### src/rtl/quad_enc_pkg.sv
// Shared quadrature definitions for the front-panel rotary encoder decoder.
// Direction is derived from the Gray-code position of previous vs current {a,b}.
package quad_enc_pkg;

  localparam logic [1:0] QS_00 = 2'b00;
  localparam logic [1:0] QS_01 = 2'b01;
  localparam logic [1:0] QS_11 = 2'b11;
  localparam logic [1:0] QS_10 = 2'b10;

  typedef enum logic [1:0] {
    DIR_NONE = 2'd0,
    DIR_UP   = 2'd1,
    DIR_DN   = 2'd2,
    DIR_ERR  = 2'd3
  } dir_t;

  // Position along the forward cycle 00 -> 01 -> 11 -> 10 -> 00.
  function automatic logic [1:0] qs_pos(input logic [1:0] qs);
    case (qs)
      QS_00:   return 2'd0;
      QS_01:   return 2'd1;
      QS_11:   return 2'd2;
      default: return 2'd3;
    endcase
  endfunction

  function automatic dir_t quad_dir(input logic [1:0] prev, input logic [1:0] cur);
    logic [1:0] delta;
    delta = qs_pos(cur) - qs_pos(prev);
    case (delta)
      2'd0:    return DIR_NONE;
      2'd1:    return DIR_UP;
      2'd3:    return DIR_DN;
      default: return DIR_ERR;
    endcase
  endfunction

endpackage

### src/rtl/contact_debounce.sv
// Two-flop synchroniser followed by a stable-level debouncer for one encoder contact.
// A new level is accepted only after DEB_CYCLES consecutive cycles of disagreement.
module contact_debounce #(
  parameter int   DEB_CYCLES = 1000,
  parameter logic RST_VAL    = 1'b1
) (
  input  logic sys_clk,
  input  logic sys_rst_n,
  input  logic raw,
  output logic level
);

  localparam int CW = (DEB_CYCLES > 1) ? $clog2(DEB_CYCLES) : 1;
  localparam logic [CW-1:0] CNT_LAST = CW'(DEB_CYCLES - 1);

  logic sync1;
  logic sync2;
  logic [CW-1:0] cnt;

  always_ff @(posedge sys_clk or negedge sys_rst_n) begin
    if (!sys_rst_n) begin
      sync1 <= RST_VAL;
      sync2 <= RST_VAL;
    end else begin
      sync1 <= raw;
      sync2 <= sync1;
    end
  end

  always_ff @(posedge sys_clk or negedge sys_rst_n) begin
    if (!sys_rst_n) begin
      cnt   <= '0;
      level <= RST_VAL;
    end else if (sync2 == level) begin
      cnt <= '0;
    end else if (cnt == CNT_LAST) begin
      level <= sync2;
      cnt   <= '0;
    end else begin
      cnt <= cnt + 1'b1;
    end
  end

endmodule

### src/rtl/quad_encoder_counter.sv
// Rotary encoder front end: debounced A/B, quadrature decode, sub-step accumulation
// into detents, and a bounded detent counter that saturates or wraps.
module quad_encoder_counter #(
  parameter int         CNT_W           = 4,
  parameter int         CNT_MAX         = 15,
  parameter int         CNT_INIT        = 0,
  parameter bit         WRAP            = 1'b0,
  parameter int         DEB_CYCLES      = 1000,
  parameter int         STEP_PER_DETENT = 4,
  parameter logic [1:0] IDLE_AB         = 2'b11
) (
  input  logic             sys_clk,
  input  logic             sys_rst_n,
  input  logic             a,
  input  logic             b,
  input  logic             clr,
  output logic [CNT_W-1:0] num,
  output logic             step_up,
  output logic             step_dn,
  output logic             err
);

  import quad_enc_pkg::*;

  localparam logic [CNT_W-1:0]  MAX_V  = CNT_W'(CNT_MAX);
  localparam logic [CNT_W-1:0]  INIT_V = CNT_W'(CNT_INIT);
  localparam logic signed [3:0] SPD    = 4'(STEP_PER_DETENT);

  logic a_lvl;
  logic b_lvl;
  logic [1:0] ab;
  logic [1:0] ab_prev;
  dir_t dir;

  logic signed [3:0] acc;
  logic signed [3:0] acc_sum;
  logic signed [3:0] acc_next;
  logic det_up;
  logic det_dn;
  logic [CNT_W-1:0] num_next;

  contact_debounce #(.DEB_CYCLES(DEB_CYCLES), .RST_VAL(IDLE_AB[1])) u_deb_a (
    .sys_clk  (sys_clk),
    .sys_rst_n(sys_rst_n),
    .raw      (a),
    .level    (a_lvl)
  );

  contact_debounce #(.DEB_CYCLES(DEB_CYCLES), .RST_VAL(IDLE_AB[0])) u_deb_b (
    .sys_clk  (sys_clk),
    .sys_rst_n(sys_rst_n),
    .raw      (b),
    .level    (b_lvl)
  );

  assign ab = {a_lvl, b_lvl};

  always_comb begin
    dir = quad_dir(ab_prev, ab);
  end

  // Accumulator stays strictly inside (-SPD, +SPD) between cycles, so the sum
  // can only touch the limits, never pass them.
  always_comb begin
    acc_sum  = acc;
    acc_next = acc;
    det_up   = 1'b0;
    det_dn   = 1'b0;
    case (dir)
      DIR_UP:  acc_sum = acc + 4'sd1;
      DIR_DN:  acc_sum = acc - 4'sd1;
      default: acc_sum = acc;
    endcase
    acc_next = acc_sum;
    if (acc_sum == SPD) begin
      det_up   = 1'b1;
      acc_next = '0;
    end else if (acc_sum == -SPD) begin
      det_dn   = 1'b1;
      acc_next = '0;
    end
  end

  always_comb begin
    num_next = num;
    if (det_up) begin
      if (num == MAX_V) num_next = WRAP ? '0 : num;
      else              num_next = num + 1'b1;
    end else if (det_dn) begin
      if (num == '0) num_next = WRAP ? MAX_V : num;
      else           num_next = num - 1'b1;
    end
  end

  always_ff @(posedge sys_clk or negedge sys_rst_n) begin
    if (!sys_rst_n) begin
      ab_prev <= IDLE_AB;
      err     <= 1'b0;
    end else begin
      ab_prev <= ab;
      err     <= (dir == DIR_ERR);
    end
  end

  // clr wins over a same-cycle detent: the detent and its pulse are dropped.
  always_ff @(posedge sys_clk or negedge sys_rst_n) begin
    if (!sys_rst_n) begin
      num     <= INIT_V;
      acc     <= '0;
      step_up <= 1'b0;
      step_dn <= 1'b0;
    end else if (clr) begin
      num     <= INIT_V;
      acc     <= '0;
      step_up <= 1'b0;
      step_dn <= 1'b0;
    end else begin
      num     <= num_next;
      acc     <= acc_next;
      step_up <= det_up;
      step_dn <= det_dn;
    end
  end

endmodule

### config.mk
export PLATFORM = sky130hd
export DESIGN_NAME = quad_encoder_counter
export DESIGN_NICKNAME = d
export VERILOG_FILES = /design/src/rtl/quad_enc_pkg.sv /design/src/rtl/contact_debounce.sv /design/src/rtl/quad_encoder_counter.sv
export SDC_FILE = /design/constraint.sdc
export NUM_CORES = 1
export LEC_CHECK = 0
export ABC_CLOCK_PERIOD_IN_PS = 4900
export CAP_MARGIN = 20
export CELL_PAD_IN_SITES_DETAIL_PLACEMENT = 0
export CELL_PAD_IN_SITES_GLOBAL_PLACEMENT = 1
export CORE_ASPECT_RATIO = 0.6
export CORE_MARGIN = 3
export CORE_UTILIZATION = 47
export CTS_CLUSTER_SIZE = 10
export DETAILED_ROUTE_END_ITERATION = 8
export PLACE_DENSITY = 0.8
export SLEW_MARGIN = 25
export SYNTH_ARGS = -nofsm -noshare
export SYNTH_HDL_FRONTEND = slang
export SYNTH_SLANG_ARGS = --single-unit
### constraint.sdc
create_clock -name sys_clk -period 4.9 [get_ports sys_clk]
set_input_delay 1.47 -clock sys_clk [delete_from_list [all_inputs] [get_ports sys_clk]]
set_output_delay 1.47 -clock sys_clk [all_outputs]
set_load 0.01 [all_outputs]
==> out/results.txt, run 1 <==
The run finished with clean final reports. The startpoint identified for the worst register-to-register timing path is ab_prev[0]$_DFF_PN1_. For this run the aggregate overflow at the end of global routing stands at 0.

The cell at the root of the clock tree was clkbuf_8. For the post-route setup TNS, the log shows 0 ns. After detailed routing, no signal wire sits above met4. The tools report the number of rows in the core area as 18.

Across every metal layer, demand over resource in global routing totals 15.6%. For this block, the routed nets add up to 3610 um of wire. The core region is 4190 um^2. For flop-to-flop paths, the worst setup slack is 0.34 ns. The starting DRC count in detailed routing is 67, and the relative area change from synthesis to final layout is 13.4%. The H-tree depth reported by CTS was 2.

The first TritonRoute pass finished after 4 iterations. Synthesis instantiated 43 different standard cells from the library. For this run, the register share of the synthesized area comes to 47.1%. For this block, wires on met1 add up to 1940 um. The tools report the kind of end point of the critical path as a flip-flop. Max-cap violations in this run came to 0. The number of clock buffers inserted by TritonCTS is 5, and the final-report max-slew violation count is 0.

The arrival time of the worst setup path is 4.73 ns. For the largest net degree at the start of global routing, the log shows 40. The leading register cell type out of synthesis was dfrtp_1. By area the synthesized netlist is led by dfrtp_1 (37%), dfstp_2 (10%), nor2_1 (6.6%).

In this run, synthesis inferred 0 flip-flops with an integrated enable. The first global-routing pass estimated 6520 um of wire. Once detail routing completed, the nets flagged for antenna violations numbered 0. The run gives 41.8% as the relative max-transition margin.

The net count of the finished layout is 232. The power density over the cells was 266 nW/um^2; the CTS clock-pin slew for the worst setup and hold paths was 0.08 ns. Across the whole layout, storage elements account for 986 um^2. In this run the tool buffered the top-level ports with 11 buffer cells. The endpoint identified for the worst register-to-register timing path is num[3]$_DFFE_PN0P_. In the routed design, unresolved DRC markers number 0.

After detailed routing, the met2 layer carries 1510 um of wire. The leakage power came out at 1.06 nW. Via count of the first global-routing pass: 1384. The run gives 0 as the initial antenna violation count. The hold path endpoint was u_deb_a.sync2$_DFF_PN1_. Derived from the worst setup path, the maximum achievable clock frequency is 0.219 GHz. The final critical path takes up 93.1% of the cycle. The type of the most critical hold path is flip-flop to flip-flop. Counting along the longest clock path gives a buffer depth of 2. The number of antenna repair diodes came out at 0. The die extent in x is 92.1 um, and the post-detailed-route via-to-cell ratio is 5.03. The category of the critical setup timing path is flip-flop to flip-flop.

The run gives 0.171 mV as the maximum ir drop on the vdd rail. The synthesized design spends more area on one cell type than any other, namely dfrtp_1. The cell area that synthesis handed to floorplanning was 2090 um^2.

The routed length on met3 is 128 um. For the I/O pin count, the log shows 12. TritonCTS built the clock tree. Clock latency on the worst-skew pair: 0.29 ns.

Startpoint kind of the worst setup timing path: a flip-flop. The tools report the synthesized instance count as 203. The hold path startpoint was u_deb_a.sync1$_DFF_PN1_.

Setup repair after global routing left no endpoint under its margin. For the worst setup path, the data required time is 5.07 ns. Largest clock skew in the final design: 0.00787 ns. The multi-input combinational cells in the finished layout cover a total of 1060 um^2.

The detailed placement HPWL was 2600 um; the hold violation total from the final report was 0. Setup violations remaining at the end of the flow were counted as 0. After layout, the minimum clock period comes to 4.56 ns.

The number of flip-flops and latches in the synthesized netlist is 39, and the placer's final routability congestion estimate is 0.811. For the floorplan die area, the log shows 5310 um^2. From bottom edge to top edge, the die measures 57.7 um. Cell depth of the worst flop-to-flop path: 19. Summing over every cut layer, the via total after detailed routing is 1392. The largest fanout on the critical path came out at 5. In this run the mean area of a mapped cell was 10.3 um^2. The run gives 219 as the synthesized net count. For this run, asynchronously set or reset flops after synthesis account for 100%. The area share of the largest cell type after synthesis was 37.1%. The initial utilization of the core area, before any placement, comes to 49.9%. The fraction of final layout cells sized beyond drive strength 1 was 14.3%; the number of cells on the worst hold path was 0. In the final routed layout, each cell accounts on average for 13.0 um. For the total number of clock tree sinks, the log shows 39. After layout, the design draws a total of 0.632 mW. The transition time of the tightest slew-check pin came out at 0.872 ns. The tools report the total number of yosys warnings as 0. The number of filler instances in the final layout came out at 373.
-- layout by cell type, fill, tap and decap left out, drive strengths merged, types with 2 or more instances in the layout --
master          n
nor2           39
dfrtp          31
xnor2          14
nand2          10
xor2           10
nor3           10
ha             10
clkdlybuf4s50  10
inv             8
dfstp           8
clkbuf          6
mux2            6
and3            5
nand4           5
nand3           4
mux2i           4
and2            3
nand2b          3
o211ai          3
a21oi           3
nor2b           3
nand3b          2
-- worst max path at each step --
stage                                          from            endpoint  slack (ns)
after floorplan                ab_prev[0]$_DFF_PN1_  num[3]$_DFFE_PN0P_        0.68
after global placement         ab_prev[0]$_DFF_PN1_  num[3]$_DFFE_PN0P_        0.50
after detailed placement       ab_prev[0]$_DFF_PN1_  num[3]$_DFFE_PN0P_        0.32
final                          ab_prev[0]$_DFF_PN1_  num[3]$_DFFE_PN0P_        0.34
after CTS                      ab_prev[0]$_DFF_PN1_  num[3]$_DFFE_PN0P_        0.29
after global routing      u_deb_b.level$_DFFE_PN1P_  num[3]$_DFFE_PN0P_        0.01
-- what timing repair did --
action                                  4_1_cts  5_1_grt
hold buffers                                  0        0
endpoints found under the setup margin        0        1
buffers inserted                              0        0
gates resized for setup                       0        1
-- per-stage QoR --
stage | setup WS [ns] | hold WS (ns) | cell area, um^2 | std cells | utilization (%)
2_1_floorplan | 0.678 | 0.345 | 2090 | 203 | -
3_3_place_gp | 0.497 | 0.349 | 2250 | 269 | 53.8
3_5_place_dp | 0.323 | 0.349 | 2250 | 269 | 53.8
4_1_cts | 0.295 | 0.356 | 2370 | 277 | 56.6
5_1_grt | 0.0137 | 0.356 | 2370 | 277 | 56.6
6_report | 0.340 | 0.350 | 2370 | 277 | 56.6
-- power by group --
group / leakage (nW) / internal (mW) / total, mW / switching (mW)
Clock: 0.0612 / 0.165 / 0.278 / 0.113
Combinational: 0.486 / 0.00751 / 0.0218 / 0.0143
Sequential: 0.511 / 0.329 / 0.332 / 0.00362
-- layout make-up --
class,count,area share [%]
Inverter,8,1.27
Timing Repair Buffer,11,4.43
Clock inverter,2,1.48
Multi-Input combinational cell,151,44.6
Tap cell,60,3.16
Clock buffer,6,3.48
Sequential cell,39,41.6
-- cell usage after synthesis, drive strengths merged, types with 4 or more instances --
cell type and n:
and3 5, clkbuf 4, dfrtp 31, dfstp 8, ha 10, inv 8, mux2 6, mux2i 4
nand2 10, nand3 4, nand4 5, nor2 39, nor3 10, xnor2 14, xor2 10
-- layer usage --
metal / global-route usage, % / up-vias
met2: 22.6 / 22
met3: 3.89 / 7
met5: 0 / -
li1: - / 710
met1: 23.2 / 653
met4: 5.07 / 0
-- sequential cells by signal, indices dropped and copies added, names as in the netlist, 2 cells and up --
register,flops
acc,4
u_deb_b.cnt,10
num,4
u_deb_a.cnt,10
ab_prev,2
-- worst max-delay path, cell delays in order (launching register included) --
cell and delay, ns:
dfstp_2 0.54, inv_1 0.04, ha_1 0.27, inv_1 0.05, ha_1 0.20, xnor3_1 0.46
nor2_1 0.13, xor2_1 0.17, ha_1 0.26, o2bb2ai_1 0.20, nor2b_2 0.25, mux2_2 0.22
nand2_1 0.12, ha_1 0.30, a21o_1 0.16, a21oi_1 0.25, and2_1 0.19, nand3b_1 0.08
a31oi_1 0.20, mux2_2 0.35
-- cell families (layout without fill, tap and decap cells) --
family,count (synthesis),count (layout),synth area share (%)
AO/OA/AOI/OAI,14,14,5.02
flip-flops,39,39,47.1
AND/OR/NAND/NOR,91,91,21.5
multiplexers,10,10,5.92
adder cells (fa/ha/maj),11,11,6.94
XOR/XNOR,25,25,11.1
buffers and inverters,13,27,2.39
No activity file was read; power rests on OpenSTA's default activity.
==> inputs of run 2 (changes only) <==
--- a/config.mk
+++ b/config.mk
@@ -14,6 +14,7 @@
 export CORE_UTILIZATION = 47
 export CTS_CLUSTER_SIZE = 10
 export DETAILED_ROUTE_END_ITERATION = 8
+export MAX_ROUTING_LAYER = met4
 export PLACE_DENSITY = 0.8
 export SLEW_MARGIN = 25
 export SYNTH_ARGS = -nofsm -noshare
==> run 2 against run 1 <==
Effect of this change:
- register-to-register slack hardly changed
- critical endpoint unchanged
- first-iteration DRC count stayed put
- largest power group unchanged
- worst hold slack stayed put
- count of clock-buffer cells in the layout stayed put
- clock skew hardly changed
- via count is 0.29% lower
==> out/results.txt, run 2 (synthesis gave the netlist of run 1 again) <==
The destination of the worst register-to-register timing path is num[3]$_DFFE_PN0P_. TritonCTS built the clock tree. The hold violation total from the final report is 0 (unchanged).

The reg-to-reg critical path startpoint was ab_prev[0]$_DFF_PN1_. The fraction of final layout cells sized beyond drive strength 1 came out at 14.3% (unchanged). The total number of clock tree sinks was 39 (unchanged). The power density over the cells was 266 nW/um^2 (about the same). The kind of end point of the critical path is a flip-flop.

The leakage power is 1.06 nW (unchanged). The number of buffers added on ports works out to 11 (unchanged). The CTS clock-pin slew for the worst setup and hold paths was 0.08 ns (about the same); the first-pass detailed-route iteration total was 4 (unchanged). The post-route setup TNS was 0 ns (unchanged); the number of remaining DRC errors was 0 (unchanged). The number of max-cap violations is 0 (unchanged).

The tools report the initial core utilization as 49.9% (unchanged). The arrival time of the worst setup path is 4.73 ns (about the same), and the H-tree depth reported by CTS is 2 (unchanged). The tools report the maximum clock path buffer count as 2 (unchanged). Post-layout net count: 232 (unchanged). The type of the most critical hold path was flip-flop to flip-flop. The category of the critical setup timing path is flip-flop to flip-flop. The detailed placement HPWL is 2600 um (unchanged), and the number of endpoints failing setup at the final stage is 0 (unchanged).

Leaving out fill and tap cells, the most frequent cells in the layout are nor2_1 (37), dfrtp_1 (31), xnor2_1 (14). The library cell used most frequently in the layout, excluding fill and tap cells, is nor2_1. The area used by multi-input combinational logic was 1060 um^2 (unchanged); the net switching power of the design was 0.131 mW (about the same). Setup repair after global routing left no endpoint under its margin. The longest individual stage delay on the worst path is 0.54 ns (about the same), and the maximum ir drop on the vdd rail is 0.171 mV (about the same). Net switching fraction of the power: 20.7% (about the same). The total routing usage reported by global routing is 16.1% (+0.50 points), and the shortest clock period the worst path allows after layout is 4.56 ns (-0.0000180 ns). The clock network fraction of total power came out at 43.9% (about the same). The logs give 0 (unchanged) for the number of antenna repair diodes and 0.632 mW (about the same) for the overall power of the completed layout. Via count: 1388 (-0.29%).

I/O pin count: 12 (unchanged). The logic gate share of total power came out at 3.4% (about the same). For the floorplan die area, the log shows 5310 um^2 (unchanged). The cell repeated most along the worst path is ha_1. The run finished with clean final reports. Count of nets left with antenna violations after detail routing: 0 (unchanged). The cell depth of the worst flop-to-flop path was 19 (unchanged); the core outline area was 4190 um^2 (unchanged). The number of clock buffers inserted by TritonCTS was 5 (unchanged); the area used by sequential logic in the layout was 986 um^2 (unchanged). In the final layout, the registers with the most flip-flops are u_deb_a.cnt: 10 flops, u_deb_b.cnt: 10 flops. The startpoint kind of the worst setup timing path is a flip-flop. The tools report the cell at the root of the clock tree as clkbuf_8. The number of cells on the worst hold path is 0 (unchanged), and the largest fanout on the critical path is 5 (unchanged).

The die extent in x was 92.1 um (unchanged). The hold path startpoint is u_deb_a.sync1$_DFF_PN1_. The initial antenna violation count is 0 (unchanged). The run gives 41.8% (about the same) as the relative max-transition margin. The library cell contributing the largest single delay on the critical path was dfstp_2. For the first-pass GRT wire length, the log shows 6530 um (+0.11%). The achievable frequency was 0.219 GHz (about the same). Starting DRC count in detailed routing: 67 (unchanged). The post-route clock period utilization works out to 93.1% (about the same). The post-detailed-route via-to-cell ratio was 5.01 (-0.29%). For the via count of the first global-routing pass, the log shows 1383 (-0.072%). The overall overflow remaining after global route was 0 (unchanged).

The placer's final routability congestion estimate was 0.823 (+1.5%); the number of rows in the core area was 18 (unchanged). The vertical extent of the die works out to 57.7 um (unchanged). The path with the worst hold slack has its endpoint at u_deb_a.sync2$_DFF_PN1_. The final-report max-slew violation count was 0 (unchanged). For the number of hold-repair buffers added at the cts stage, the log shows 0 (unchanged). The transition time of the tightest slew-check pin came out at 0.873 ns (+0.0000807 ns). Traced cell by cell, the critical path runs through inv_1, ha_1, inv_1, ha_1, xnor3_1, nor2_1, xor2_1, ha_1, o2bb2ai_1, nor2b_2, mux2_2, nand2_1, ha_1, a21o_1, a21oi_1, and2_1, nand3b_1, a31oi_1, mux2_2. The tools report the critical path data required time as 5.07 ns (about the same). The cell internal power dissipation came out at 0.501 mW (about the same).

The logs give 0.34 ns (about the same) for the setup slack on the worst flop-to-flop path and 52.6% (about the same) for the part of the power in registers. The tools report the largest clock skew in the final design as 0.00786 ns (-0.0000115 ns). The relative area change from synthesis to final layout was 13.4% (unchanged).

The tools report the count of buffers added by post-CTS timing repair for setup as 0 (unchanged). The tools report the clock latency on the worst-skew pair as 0.29 ns (about the same). The largest net degree at the start of global routing is 40 (unchanged), and the number of filler instances in the final layout is 373 (unchanged). The detail-routed net length per standard cell was 13.0 um (unchanged); the total detailed-routing wirelength was 3610 um (unchanged). The total of cells resized after clock tree synthesis is 0 (unchanged).
run 2: cell counts in the layout (fill, tap and decap cells not counted):
Identical to the previous run, type by type.
run 2: power by group through the flow:
stage	Combinational (mW)	Clock (mW)	Sequential, mW
finish	0.0218	0.278	0.332
global route	0.0255	0.303	0.333
CTS	0.0224	0.290	0.332
detailed placement	0.0224	0	0.339
global placement	0.0216	0	0.338
floorplan	0.0110	0	0.338
run 2: layout make-up:
| type | count | share of cell area [%] |
|---|---|---|
| inverter | 8 | 1.27 |
| tap | 60 | 3.16 |
| multi-input combinational | 151 | 44.6 |
| clock buffer | 6 | 3.48 |
| sequential | 39 | 41.6 |
| timing repair buffer | 11 | 4.43 |
| clock inverter | 2 | 1.48 |
run 2: stage by stage:
step                      util, %  cells  setup slack [ns]  instance area (um^2)  hold slack, ns
after floorplan                 -    203             0.678                  2090           0.345
after global placement       53.8    269             0.497                  2250           0.349
after detailed placement     53.8    269             0.323                  2250           0.349
after CTS                    56.6    277             0.295                  2370           0.356
after global routing         56.6    277            0.0137                  2370           0.356
final                        56.6    277             0.340                  2370           0.350
run 2: worst max-delay path: cells and delay by family (launching register included):
| kind | cells | cell delay, ns |
|---|---|---|
| buffers and inverters | 2 | 0.09 |
| flip-flops | 1 | 0.54 |
| AO/OA/AOI/OAI | 4 | 0.81 |
| multiplexers | 2 | 0.57 |
| AND/OR/NAND/NOR | 5 | 0.77 |
| XOR/XNOR | 2 | 0.63 |
| adder cells (fa/ha/maj) | 4 | 1.03 |
run 2: worst max-delay path by stage:
stage,start,endpoint,slack (ns)
CTS,ab_prev[0]$_DFF_PN1_,num[3]$_DFFE_PN0P_,0.29
finish,ab_prev[0]$_DFF_PN1_,num[3]$_DFFE_PN0P_,0.34
floorplan,ab_prev[0]$_DFF_PN1_,num[3]$_DFFE_PN0P_,0.68
detailed placement,ab_prev[0]$_DFF_PN1_,num[3]$_DFFE_PN0P_,0.32
global route,u_deb_b.level$_DFFE_PN1P_,num[3]$_DFFE_PN0P_,0.01
global placement,ab_prev[0]$_DFF_PN1_,num[3]$_DFFE_PN0P_,0.50
run 2: routing by layer:
metal  wire length [um]  track usage (%)  up-vias
met3                128             3.89        7
met2               1500             22.6       22
met4                 38             5.07        0
li1                   -                -      710
met5                  0                -        -
met1               1940             23.2      649
==> inputs of run 3 (changes only) <==
--- a/config.mk
+++ b/config.mk
@@ -12,8 +12,10 @@
 export CORE_ASPECT_RATIO = 0.6
 export CORE_MARGIN = 3
 export CORE_UTILIZATION = 47
+export CTS_CLUSTER_DIAMETER = 50
 export CTS_CLUSTER_SIZE = 10
 export DETAILED_ROUTE_END_ITERATION = 8
+export GPL_ROUTABILITY_DRIVEN = 0
 export MAX_ROUTING_LAYER = met4
 export PLACE_DENSITY = 0.8
 export SLEW_MARGIN = 25
==> results of run 3 <==
Same layout as run 2: the final DEF is identical, and so are final timing and power.
